--- src/rtl/micro_sequencer.sv ---
// Microcode address sequencer: holds the control-store address and latched opcode,
// with increment, jump, fetch-return and call/return through a hardware return stack.
module micro_sequencer #(
  parameter int INSTRUCTION_LEN = 6,
  parameter int DATA_LEN        = 16,
  parameter int STACK_DEPTH     = 4,
  parameter int FETCH_ADDR      = 1
) (
  input  logic                       clk,
  input  logic                       rst,
  input  logic [DATA_LEN-1:0]        DR_out,
  input  logic                       LDIR,
  input  logic [2:0]                 seq_op,
  input  logic [INSTRUCTION_LEN-1:0] next_addr,
  output logic [INSTRUCTION_LEN-1:0] data_out,
  output logic [INSTRUCTION_LEN-1:0] ir_out,
  output logic                       stack_ovf,
  output logic                       stack_unf
);

  localparam int SP_W  = $clog2(STACK_DEPTH + 1);
  localparam int PTR_W = (STACK_DEPTH > 1) ? $clog2(STACK_DEPTH) : 1;

  localparam logic [INSTRUCTION_LEN-1:0] ADDR_ONE   = INSTRUCTION_LEN'(1);
  localparam logic [INSTRUCTION_LEN-1:0] ADDR_FETCH = INSTRUCTION_LEN'(FETCH_ADDR);
  localparam logic [SP_W-1:0]            SP_ONE     = SP_W'(1);
  localparam logic [SP_W-1:0]            SP_FULL    = SP_W'(STACK_DEPTH);

  typedef enum logic [2:0] {
    OP_HOLD  = 3'd0,
    OP_INC   = 3'd1,
    OP_JUMP  = 3'd2,
    OP_CALL  = 3'd3,
    OP_RET   = 3'd4,
    OP_FETCH = 3'd5
  } seq_op_e;

  logic [INSTRUCTION_LEN-1:0] stack_mem [STACK_DEPTH];
  logic [SP_W-1:0]            sp;

  logic [INSTRUCTION_LEN-1:0] addr_nxt;
  logic [INSTRUCTION_LEN-1:0] ir_nxt;
  logic [SP_W-1:0]            sp_nxt;
  logic                       ovf_nxt;
  logic                       unf_nxt;
  logic                       push_en;
  logic [INSTRUCTION_LEN-1:0] return_addr;

  // Upper data-register bits carry operands, not opcode; only the low field is used.
  wire unused_dr = &{1'b0, DR_out};

  assign return_addr = data_out + ADDR_ONE;

  // NOTE: every variable gets a default before the case so no path leaves it unassigned (no latches).
  always_comb begin
    addr_nxt = data_out;
    ir_nxt   = ir_out;
    sp_nxt   = sp;
    ovf_nxt  = stack_ovf;
    unf_nxt  = stack_unf;
    push_en  = 1'b0;

    if (LDIR) begin
      addr_nxt = DR_out[INSTRUCTION_LEN-1:0];
      ir_nxt   = DR_out[INSTRUCTION_LEN-1:0];
    end else begin
      case (seq_op_e'(seq_op))
        OP_INC:   addr_nxt = return_addr;
        OP_JUMP:  addr_nxt = next_addr;
        OP_CALL: begin
          if (sp == SP_FULL) begin
            ovf_nxt = 1'b1;
          end else begin
            push_en  = 1'b1;
            sp_nxt   = sp + SP_ONE;
            addr_nxt = next_addr;
          end
        end
        OP_RET: begin
          if (sp == '0) begin
            unf_nxt = 1'b1;
          end else begin
            sp_nxt   = sp - SP_ONE;
            addr_nxt = stack_mem[PTR_W'(sp - SP_ONE)];
          end
        end
        OP_FETCH: addr_nxt = ADDR_FETCH;
        default:  addr_nxt = data_out;
      endcase
    end
  end

  // NOTE: sequential state uses non-blocking assignments so all registers update from pre-edge values.
  always_ff @(posedge clk) begin
    if (rst) begin
      data_out  <= '0;
      ir_out    <= '0;
      sp        <= '0;
      stack_ovf <= 1'b0;
      stack_unf <= 1'b0;
    end else begin
      data_out  <= addr_nxt;
      ir_out    <= ir_nxt;
      sp        <= sp_nxt;
      stack_ovf <= ovf_nxt;
      stack_unf <= unf_nxt;
    end
  end

  // NOTE: stack storage is not reset; an empty pointer makes its contents unreachable.
  always_ff @(posedge clk) begin
    if (push_en && !rst) begin
      stack_mem[PTR_W'(sp)] <= return_addr;
    end
  end

endmodule

--- config.mk ---
export PLATFORM = sky130hd
export DESIGN_NAME = micro_sequencer
export DESIGN_NICKNAME = d
export VERILOG_FILES = /design/src/rtl/micro_sequencer.sv
export SDC_FILE = /design/constraint.sdc
export NUM_CORES = 1
export LEC_CHECK = 0
export ABC_CLOCK_PERIOD_IN_PS = 2250
export BUFFER_PORTS_ARGS = -buffer_cell sky130_fd_sc_hd__clkbuf_2
export CORE_MARGIN = 8
export CORE_UTILIZATION = 40
export CTS_CLUSTER_SIZE = 30
export DETAILED_ROUTE_END_ITERATION = 8
export SLEW_MARGIN = 15
export SYNTH_ARGS = -nofsm -noshare
export SYNTH_HDL_FRONTEND = slang
export SYNTH_SLANG_ARGS = --single-unit
--- constraint.sdc ---
create_clock -name clk -period 2.25 [get_ports clk]
set_input_delay 0.3375 -clock clk [delete_from_list [all_inputs] [get_ports clk]]
set_output_delay 0.3375 -clock clk [all_outputs]
set_load 0.05 [all_outputs]
### Yosys cells after proc, flatten, opt, wreduce, memory -nomap -nowiden

Memories as Yosys holds them, arrays and structs flattened.
Cells that the tools add are included.

| storage, ports and cells | value |
|---|---|
| register bits after elaboration | 17 |
| bits in writable memories | 24 |
| bits of input ports | 28 |
| output and inout port bits | 14 |
| logic and storage cells | 41 |
| memories | 1 |

Memory list:

| memory | depth | width | rd ports | clocked after memory_dff | write ports | RTL line | text |
|---|---|---|---|---|---|---|---|
| stack_mem | 4 | 6 | 1 | 0 | 1 | 38 | `logic [INSTRUCTION_LEN-1:0] stack_mem [STACK_DEPTH];` |

| cells by class | value |
|---|---|
| add/subtract/negate cells | 3 |
| equality and inequality tests | 10 |
| mux-type cells | 12 |
| bitwise logic cells | 1 |
| reductions and logical operators | 9 |

Operators by type and width:

| operator | number |
|---|---|
| 6-bit case mux with 5 select lines | 1 |
| 6-bit two-way mux | 3 |
| 3-bit == test (second input constant) | 3 |
| 3-bit AND reduction | 3 |
| 6-bit by 1-bit adder with 6-bit output (second input constant) | 1 |
| 3-bit by 2-bit == test with 1-bit output (second input constant) | 2 |
| 3-bit two-way mux | 2 |
| 3-bit != test (second input constant) | 2 |
| 3-bit case mux with 2 select lines | 1 |
| 6-bit nonzero test | 1 |
| 1-bit two-way mux | 5 |
| 2-bit != test (second input constant) | 2 |
| 4-bit AND reduction | 1 |
| 3-bit by 1-bit adder with 3-bit output (second input constant) | 1 |
| 3-bit by 1-bit == test with 1-bit output (second input constant) | 1 |
| 3-bit logical NOT | 1 |
| 3-bit by 1-bit subtractor with 3-bit output (second input constant) | 1 |
| 2-bit nonzero test | 1 |
| 1-bit logical AND | 1 |
| 1-bit logical NOT | 1 |
| 1-bit inverter | 1 |

### Depth between registers and ports, before layout

| depth | value |
|---|---|
| depth in word-level cells | 7 |
| depth in mapped cells | 8 |
| depth with buffers taken out | 6 |

### Worst setup path after synthesis

Ideal clock, no wire load.

| timing path | value |
|---|---|
| path kind | reg-to-reg |
| start point | reg sp[0] |
| end point | reg data_out[1] |
| library setup time | 0.091 ns |
| data arrival time | 2.015 ns |
| data required time | 2.159 ns |
| slack | 0.144 ns |
| stages on the path, launching flop included | 9 |
| path buffers | 2 |
| period minus slack after synthesis | 2.106 ns |
| path through | dfxtp_1 > buf_2 > inv_1 > ha_1 > buf_1 > mux4_2 > nand2_1 > a221o_1 > a311oi_1 |

| on the way | value |
|---|---|
| longest elaborated chain between the ends | 5 |
| elaborated cells on any way between the ends | 10 |
| classes of those cells | add/sub: 1; eq/ne: 3; mux: 3; reduce/logical: 2; memory: 1 |

RTL lines:

| item | RTL line | text |
|---|---|---|
| start, declared | 39 | `logic [SP_W-1:0] sp;` |
| start signal, assigned | 104 | `sp <= sp_nxt;` |
| 3-bit by 1-bit subtractor with 3-bit output | 84 | `addr_nxt = stack_mem[PTR_W'(sp - SP_ONE)];` |
| memory 4 x 6 bit | n/a |  |
| 6-bit two-way mux | 80 | `if (sp == '0) begin` |
| 6-bit case mux with 5 select lines | 67 | `case (seq_op_e'(seq_op))` |
| 6-bit two-way mux | 63 | `if (LDIR) begin` |
| end signal, assigned | 102 | `data_out <= addr_nxt;` |
| end, declared | 15 | `output logic [INSTRUCTION_LEN-1:0] data_out,` |

Several ways; a longest one is shown, not always the timed one. The select of a mux whose other input is x is not followed.
A chain may end at the register's enable or synchronous reset.

### Final worst setup path

| timing path | value |
|---|---|
| start point | reg sp[1] |
| end point | reg data_out[1] |

Same word-level chain as after synthesis.

==> run metrics <==
syn nets just under 200; synthesized instance count 160; Max VDD drop approximately 0.35 mV; Worst Reg-to-Reg Cells 6; Fin Clk Skew 0.0104 ns; hold buffers post-CTS 0; multi-input logic area around 820 µm²; synthesized area a little under 2000 µm²; Syn. warnings 0; Fin Hold WS between 0.3 and 0.4 ns; RSZ-0062 raised after global routing false; Tot Pwr 1.58 mW; Pwr Density approximately 700 nW/µm²; EDFF count, synth 24; vias in the first global route 1395; LEAKAGE approximately 0.85 nW; initial antenna violation count 0; largest net degree at the start of global routing 17; mux share of post-synthesis cell area 0.0966; critical path capture point type flop; delay-heaviest family, CP compound AO/OA/AOI/OAI gates; Synth Area in Compound Gates 0.127; clock-pin transition on the worst setup and hold timing paths 0.09 ns; flops & latches, synth 41; Place WS roughly 0.27 ns; H-tree lvl count 2; Die X about 86 µm; hpwl dp roughly 3.2 mm; Routed WL 4.21 mm; Finish-stage setup viols 0; top-area cell type share of the netlist area 0.371; CP Buf/Inv Count 1; DR pass1 iterations 4; Largest stage delay, worst path ~0.49 ns; Vias/cell 5.58; Core Area about 4700 µm²; switching power ~0.45 mW; GR Overflow Total 0; fin util 0.482; Num CTS Buffers 5; ys flop type edfxtp_1; clock power share 0.320; Synth Area in Adders 0.0386; CP startpoint kind flop; TritonCTS clock tree yes; Sum Neg Setup Slack 0 ns; Sink Count between 40 and 50; DR iter-0 viols 60; simple-gate share of the synthesized area 0.140; FF/Latch Area ~1100 µm²; fillers 436; first-pass GRT wire length just under 7 mm; Clock Tree Buf Depth 2; largest cells by area after synthesis edfxtp_1, dfxtp_1, mux4_2, ha_1, nand2_1; max frequency approximately 510 MHz; Post-CTS Setup Bufs 0; pins over their slew limit 0; CP required 2.45 ns; Sw Ratio 0.287; clk_lat worst skew 0.30 ns; wire length per cell 16.8 µm; vias between 1000 and 1500; # nets final 229; Syn-to-layout area delta 16.3%; met1 WL 1.75 mm; run status completed; arrival time at the worst endpoint around 2.2 ns; hold path cells 3; Tmin final ~2.0 ns; Chip Height about 86 µm; Final period util 0.872; post-route worst setup slack 0.287 ns; Initial Utilization 0.414; gpl congestion about 0.81; critical path type reg -> reg; Logic pwr share 0.148; Post-synth top cells edfxtp_1, dfxtp_1, nand2_1; wire length on met3 between 300 and 400 µm; CP Max Fanout 7; PostCTS Resize Cnt 0; main combinational cell family by area after synthesis simple AND/OR/NAND/NOR gates; crit path cell chain inv_1, ha_1, mux4_2, nand2_1, a221o_1, a311oi_1; layout cells sized above 1 0.286; post-synthesis xor/xnor area fraction 0.0225; count leader, synth edfxtp_1; worst slew pin tran 0.551 ns; sequential share of the synthesized area 0.546; die area 7340 µm²; Top Ports 42; CP Depth 6; Final Hold Vio Count 0; ANT cells 0; post-synth cell types 44; Int Power 1.13 mW; remaining antenna violation count 0; cell accounting for the most synthesized area edfxtp_1; row cnt 25; Root Buffer clkbuf_8; post-synthesis average cell area ~12 µm²; DRC viols 0; met2 wire len around 2.1 mm; Post-synth ARST share 0; Rel. slew slack 0.632; GRT Overall Usage 0.119; Port Buffers 31; min-delay worst type in -> reg; Worst path slowest cell ha_1; max cap viols 0; sequential share of power 0.532; Highest Signal Layer met4
==> sequential cells by signal, summed over array words and instances, names as in the netlist <==
| signal | flops |
|---|---|
| stack_mem | 24 |
| stack_ovf | 1 |
| ir_out | 6 |
| sp | 3 |
| data_out | 6 |
| stack_unf | 1 |
==> placed cells by master, fill, tap and decap left out, types with 2 or more instances in the layout <==
cell and instances:
inv_6 3, nor3_1 5, mux4_2 6, nor2_1 4, xnor2_1 4, nand2_1 17
nand3_1 3, or2b_1 2, or3_1 2, and2_1 4, nand2b_1 2, mux2_2 2
mux2i_1 3, a311oi_1 4, clkbuf_2 31, dfxtp_1 17, a22oi_1 3, o21ai_0 8
inv_1 7, edfxtp_1 24, clkbuf_8 5, buf_4 4, ha_1 6, a21oi_1 7
a221o_1 2, a31oi_1 3
==> power by group through the flow <==
stage | clock [mW] | sequential [mW] | combinational (mW)
CTS | 0.518 | 0.843 | 0.235
global route | 0.557 | 0.845 | 0.255
global placement | 0 | 0.858 | 0.230
finish | 0.507 | 0.843 | 0.235
floorplan | 0 | 0.916 | 0.107
detailed placement | 0 | 0.860 | 0.234
==> area by class of cell <==
class                   instances  area share
inverters                       7      0.0116
well taps                      54      0.0299
flip-flops and latches         41       0.470
clock inverters                 3      0.0116
clock buffers                   5      0.0305
repair buffers                 35      0.0819
multi-input cells             105       0.365
==> per-layer routing <==
| metal | vias to the layer above | global-route usage |
|---|---|---|
| met3 | 6 | 0.0468 |
| met1 | 674 | 0.129 |
| li1 | 674 | - |
| met2 | 42 | 0.206 |
| met5 | - | 0 |
| met4 | 0 | 0.0446 |
==> stage by stage <==
step,instance area [µm²],instances
6_report,2260,250
3_3_place_gp,2160,242
5_1_grt,2260,250
2_1_floorplan,1940,160
4_1_cts,2260,250
3_5_place_dp,2160,242
==> worst paths after layout <==
| check | to | slack [ns] | from |
|---|---|---|---|
| hold / removal | ir_out[4] | 0.31 | DR_out[4] |
| setup reg to reg | data_out[1] | 0.29 | sp[1] |
| setup / recovery | data_out[1] | 0.29 | sp[1] |
| hold reg to reg | ir_out[0] | 0.46 | ir_out[0] |
==> kinds of logic after synthesis <==
kind of cell,Yosys count
AO/OA/AOI/OAI,35
XOR/XNOR,5
adder cells (fa/ha/maj),6
buffers and inverters,14
flip-flops,41
multiplexers,11
AND/OR/NAND/NOR,48
==> tightest hold or removal path, delay by kind of cell <==
family / cells / cell delay [ns]
AND/OR/NAND/NOR: 1 / 0.08
multiplexers: 1 / 0.06
buffers and inverters: 1 / 0.09
(Power assumes the default switching activity.)
